File: config.mk
export PLATFORM = sky130hd
export DESIGN_NAME = sequential_divider
export DESIGN_NICKNAME = d
export VERILOG_FILES = /design/src/rtl/sequential_divider_pkg.sv /design/src/rtl/sequential_divider_step.sv /design/src/rtl/sequential_divider.sv
export SDC_FILE = /design/constraint.sdc
export NUM_CORES = 1
export LEC_CHECK = 0
export ABC_AREA = 1
export CORE_ASPECT_RATIO = 1.25
export CORE_UTILIZATION = 50
export CTS_CLUSTER_DIAMETER = 120
export DETAILED_ROUTE_END_ITERATION = 6
export HOLD_SLACK_MARGIN = 0.02
export PLACE_DENSITY = 0.74
export SLEW_MARGIN = 30
export SYNTH_ARGS = -nofsm -noshare
export SYNTH_HDL_FRONTEND = slang
export SYNTH_SLANG_ARGS = --single-unit
export TNS_END_PERCENT = 1
File: constraint.sdc
create_clock -name clk -period 2.24 [get_ports clk]
set_clock_uncertainty 0.05 [all_clocks]
set_input_delay 0.448 -clock clk [delete_from_list [all_inputs] [get_ports clk]]
set_output_delay 0.448 -clock clk [all_outputs]
set_load 0.005 [all_outputs]
File: src/rtl/sequential_divider_pkg.sv
// Shared definitions for the restoring divider: FSM state encoding and counter sizing.
package sequential_divider_pkg;

  typedef enum logic [1:0] {
    S_IDLE = 2'd0,
    S_CALC = 2'd1,
    S_DONE = 2'd2
  } state_t;

  function automatic int unsigned cnt_width(input int unsigned word_length);
    return $clog2(word_length + 1);
  endfunction

endpackage

File: src/rtl/sequential_divider_step.sv
// One combinational restore step: shift {A,Q} left, trial-subtract D, restore on borrow.
module divider_step
  import sequential_divider_pkg::*;
#(
  parameter int unsigned WORD_LENGTH = 4
) (
  input  logic [WORD_LENGTH-1:0] a_i,
  input  logic [WORD_LENGTH-1:0] q_i,
  input  logic [WORD_LENGTH-1:0] d_i,
  output logic [WORD_LENGTH-1:0] a_o,
  output logic [WORD_LENGTH-1:0] q_o
);

  logic [WORD_LENGTH:0] shifted;
  logic [WORD_LENGTH:0] trial;

  always_comb begin
    // Keep the bit shifted out of A as a guard bit so the trial subtract cannot overflow.
    shifted = {a_i, q_i[WORD_LENGTH-1]};
    trial   = shifted - {1'b0, d_i};
    if (!trial[WORD_LENGTH]) begin
      a_o = trial[WORD_LENGTH-1:0];
    end else begin
      a_o = shifted[WORD_LENGTH-1:0];
    end
    q_o = {q_i[WORD_LENGTH-2:0], ~trial[WORD_LENGTH]};
  end

endmodule

File: src/rtl/sequential_divider.sv
// Unsigned restoring divider, one quotient bit per clock, start/done handshake.
module sequential_divider
  import sequential_divider_pkg::*;
#(
  parameter int unsigned WORD_LENGTH = 4
) (
  input  logic                   clk,
  input  logic                   reset,
  input  logic                   start,
  input  logic [WORD_LENGTH-1:0] dividend,
  input  logic [WORD_LENGTH-1:0] divisor,
  output logic [WORD_LENGTH-1:0] quotient,
  output logic [WORD_LENGTH-1:0] remainder,
  output logic                   busy,
  output logic                   done,
  output logic                   div_by_zero
);

  localparam int unsigned CW = cnt_width(WORD_LENGTH);

  state_t                 state_q;
  logic [WORD_LENGTH-1:0] a_q, q_q, d_q;
  logic [WORD_LENGTH-1:0] a_d, q_d;
  logic [CW-1:0]          cnt_q;
  logic [WORD_LENGTH-1:0] quotient_q, remainder_q;
  logic                   busy_q, done_q, dbz_q;

  divider_step #(.WORD_LENGTH(WORD_LENGTH)) u_step (
    .a_i(a_q),
    .q_i(q_q),
    .d_i(d_q),
    .a_o(a_d),
    .q_o(q_d)
  );

  always_ff @(posedge clk or negedge reset) begin
    if (!reset) begin
      state_q     <= S_IDLE;
      a_q         <= '0;
      q_q         <= '0;
      d_q         <= '0;
      cnt_q       <= '0;
      quotient_q  <= '0;
      remainder_q <= '0;
      busy_q      <= 1'b0;
      done_q      <= 1'b0;
      dbz_q       <= 1'b0;
    end else begin
      case (state_q)
        S_IDLE: begin
          busy_q <= 1'b0;
          done_q <= 1'b0;
          if (start) begin
            busy_q <= 1'b1;
            if (divisor != '0) begin
              a_q     <= '0;
              q_q     <= dividend;
              d_q     <= divisor;
              cnt_q   <= CW'(WORD_LENGTH);
              state_q <= S_CALC;
            end else begin
              quotient_q  <= '1;
              remainder_q <= dividend;
              dbz_q       <= 1'b1;
              done_q      <= 1'b1;
              state_q     <= S_DONE;
            end
          end
        end
        S_CALC: begin
          a_q   <= a_d;
          q_q   <= q_d;
          cnt_q <= cnt_q - CW'(1);
          if (cnt_q == CW'(1)) begin
            quotient_q  <= q_d;
            remainder_q <= a_d;
            dbz_q       <= 1'b0;
            done_q      <= 1'b1;
            state_q     <= S_DONE;
          end
        end
        S_DONE: begin
          done_q  <= 1'b0;
          busy_q  <= 1'b0;
          state_q <= S_IDLE;
        end
        default: begin
          done_q  <= 1'b0;
          busy_q  <= 1'b0;
          state_q <= S_IDLE;
        end
      endcase
    end
  end

  assign quotient    = quotient_q;
  assign remainder   = remainder_q;
  assign busy        = busy_q;
  assign done        = done_q;
  assign div_by_zero = dbz_q;

endmodule

==> impl_metrics.py <==
metrics = {
    "drt": {
        "dr.pass1.iters": 4,
        "final_antenna_net_count": 0,
        "avgRoutedWirePerCell_microns": 13.2,
        "wirelength_microns": 3020,
        "first_iter_violations": 28,
        "route.detailed.drc": 0,
        "vias_per_cell": 5.50,
        "num_vias": 1255,
    },
    "power": {
        "combPwrFrac_pct": 55.6,
        "p_int_mw": 1.45,
        "seqPwrFrac_pct": 34.6,
        "p_switching_mw": 1.08,
        "peakVddDrop_mv": 0.858,
        "p_sw_share_pct": 42.8,
        "pwr_density_cell_nw_per_um2": 1430,
        "cellLeakagePower_nw": 0.890,
        "clock_power_share_pct": 9.8,
    },
    "timing": {
        "setup_tns_ns": 0,
        "rsz0062_at_grt": "false",
        "setup_viol": 0,
        "slew-limit-headroom_pct": 76.5,
        "fin_crit_ns": 1.98,
        "min_period_over_period_pct": 88.5,
        "worst_pin_slew_ns": 0.353,
        "max_clock_freq_mhz": 504,
        "hold_violations": 0,
        "finalMaxSlewViolations": 0,
    },
    "global_route": {
        "grt_pass1_wl_microns": 5400,
        "antenna_found_initial": 0,
        "grt_pass1_vias": 1293,
        "grt_max_degree": 29,
        "gr-total-overflow": 0,
        "grtUsageTotal_pct": 22.0,
    },
    "logic_synthesis": {
        "syn_area_per_cell_sq_um": 8.76,
        "synth_mux_area_share_pct": 0.756,
        "synth-xor-area-share_pct": 0.588,
        "synth_seq_area_share_pct": 47.1,
        "synthDistinctLibCells": 29,
        "synthesis.area_sq_um": 1490,
        "syn_nets": 188,
        "netlist_instances": 170,
        "yosys.area.top_type": "dfrtp_1",
        "synth_most_common_cell": "inv_1",
        "synth-edff-count": 0,
        "synth_compound_area_share_pct": 10.1,
        "yosys.area_share.adder_pct": 6.39,
        "synth_top_family_by_area": "simple AND/OR/NAND/NOR gates",
        "synth-seq-cells": 28,
        "synth-simple-area-share_pct": 25.6,
        "synthTopCellsByCount": "inv_1 (29), dfrtp_1 (28), nand2_1 (28), nand3_1 (25), nor2_1 (16)",
        "synth_ff_type": "dfrtp_1",
        "synthTopCellsByArea": "dfrtp_1 (47%), nand3_1 (8.4%), inv_1 (7.3%)",
        "synth_top_area_share_pct": 47.1,
        "yosys_warnings": 0,
        "ys_async_sr_fraction_pct": 100,
    },
    "clocking": {
        "clockRootBuffer": "clkbuf_4",
        "path_clk_slew_ns": 0.15,
        "cts_made_buffers": 3,
        "insertion_delay_ns": 0.33,
        "cts.sinks": 28,
        "clk_path_buf_depth": 2,
        "htreeDepth": 1,
        "tritoncts": "built",
        "cts_setup_buffers": 0,
        "cts-resized-gates": 0,
        "cts_hold_buf": 0,
    },
    "floorplan": {
        "start_util_pct": 54.0,
        "ios": 22,
        "fp.dieH_microns": 63.0,
        "dieArea_sq_um": 3200,
        "core_sq_um": 2760,
        "die_w_microns": 50.8,
        "placementRows": 21,
    },
    "finish": {
        "final_nets": 213,
        "fillers": 233,
        "diodes": 0,
        "drive_above_1_share_pct": 9.28,
        "syn_to_final_growth_pct": 18.8,
        "multi_input_area_sq_um": 647,
        "final_util_pct": 64.1,
        "regArea_sq_um": 701,
    },
    "critical_path": {
        "timing.critical_path.mode_cell": "nand2_1",
        "slowest_delay_ns": 0.40,
        "crit_slowest_cell": "fa_1",
        "required_ns": 2.48,
        "path_cells": "inv_1 -> ha_1 -> fa_1 -> inv_1 -> nand2_1 -> nand2_1 -> nand3_1 -> nand2_1 -> nand3_1 -> nand3_1 -> nand2_1 -> inv_1",
        "cp-start-kind": "flip-flop",
        "cp_top_family": "simple AND/OR/NAND/NOR gates",
        "cp-end-kind": "flip-flop",
        "worstPathArrival_ns": 2.22,
        "cp_num_buf_inv": 3,
        "critical_path.max_fanout": 6,
        "crit_type": "reg2reg",
    },
    "placement": {
        "gp_congestion": 0.908,
        "io_buffers": 21,
        "place_hpwl_microns": 2240,
    },
    "flow_run": {
        "cap_violations": 0,
    },
    "worst_hold_path": {
        "holdCritPathClass": "in2async",
    },
    "status": {
        "status": "finished clean",
    },
}
-- per-layer routing --
metal / global-route usage, % / routed length (microns) / vias to the layer above
met4: 10.1 / 74 / 0
met2: 37.0 / 1470 / 35
li1: - / - / 602
met3: 3.89 / 120 / 9
met5: 0 / 0 / -
met1: 27.0 / 1350 / 609
-- worst reg2reg max path, cell delays in order (launching register included) --
cell	delay [ns]
dfrtp_1	0.38
inv_1	0.06
ha_1	0.22
fa_1	0.40
inv_1	0.09
nand2_1	0.05
nand2_1	0.07
nand3_1	0.06
nand2_1	0.17
nand3_1	0.15
nand3_1	0.13
nand2_1	0.05
inv_1	0.04
-- logic make-up (layout without fill, tap and decap cells) --
logic type                 count (synthesis)  after routing
DFF                                       28             28
xor gates and xnor gates                   1              1
adders and majority gates                  7              7
muxes                                      1              1
buffers and inverters                     34             58
AOI/OAI and AO/OA                         20             20
and+or+nand+nor                           79             79
-- power by group through the flow --
stage / clock, mW / sequential [mW] / combinational [mW]
6_report: 0.249 / 0.876 / 1.41
5_1_grt: 0.274 / 0.903 / 1.61
4_1_cts: 0.252 / 0.875 / 1.42
3_5_place_dp: 0 / 0.887 / 1.40
3_3_place_gp: 0 / 0.876 / 1.37
2_1_floorplan: 0 / 0.870 / 0.980
-- final cells by class --
| type | count | area share, % |
|---|---|---|
| sequential | 28 | 39.6 |
| multi-input combinational | 108 | 36.6 |
| timing repair buffer | 22 | 12.3 |
| inverter | 32 | 7.07 |
| tap | 34 | 2.40 |
| clock buffer | 4 | 2.05 |
-- worst paths after layout --
check                                         from                       end  slack, ns  cells after the start
setup / recovery                q_q[3]$_DFFE_PN0P_  remainder[0]$_DFFE_PN0P_       0.26                     12
hold / removal                               reset        d_q[2]$_DFFE_PN0P_       0.41                      2
setup reg to reg                q_q[3]$_DFFE_PN0P_  remainder[0]$_DFFE_PN0P_       0.26                     12
hold reg to reg            quotient[0]$_DFFE_PN0P_   quotient[0]$_DFFE_PN0P_       0.46                      2
max in group asynchronous                    reset        a_q[2]$_DFFE_PN0P_       1.46                      2
min in group clk           quotient[0]$_DFFE_PN0P_   quotient[0]$_DFFE_PN0P_       0.46                      2
-- cells in the final DEF (no fill, tap or decap), types with 2 or more instances in the layout --
cell | Yosys | layout
nor2_1 | 16 | 16
nand2_2 | 2 | 2
nand3_1 | 25 | 25
a2bb2oi_1 | 3 | 3
o211ai_2 | 2 | 2
clkdlybuf4s50_1 | 0 | 21
dfrtp_1 | 28 | 28
o221ai_1 | 3 | 3
inv_1 | 29 | 29
ha_1 | 6 | 6
or2_1 | 4 | 4
inv_2 | 2 | 2
a21oi_1 | 6 | 6
nand2_1 | 28 | 28
clkbuf_4 | 0 | 3
-- through the flow --
step	power (mW)	area [sq um]	instances	hold WS, ns	setup WS, ns
finish	2.53	1770	228	0.413	0.258
global route	2.79	1770	228	0.446	0.0482
CTS	2.55	1770	228	0.433	0.265
detailed placement	2.29	1730	224	0.425	0.217
global placement	2.25	1730	224	0.415	0.267
floorplan	1.85	1490	170	0.102	0.494
-- state kept, by name, indices dropped and copies added (netlist names) --
name         cells
a_q              4
busy             1
cnt_q            3
d_q              4
div_by_zero      1
done             1
q_q              4
quotient         4
remainder        4
state_q          2
No activity file was read; power rests on OpenSTA's default activity.
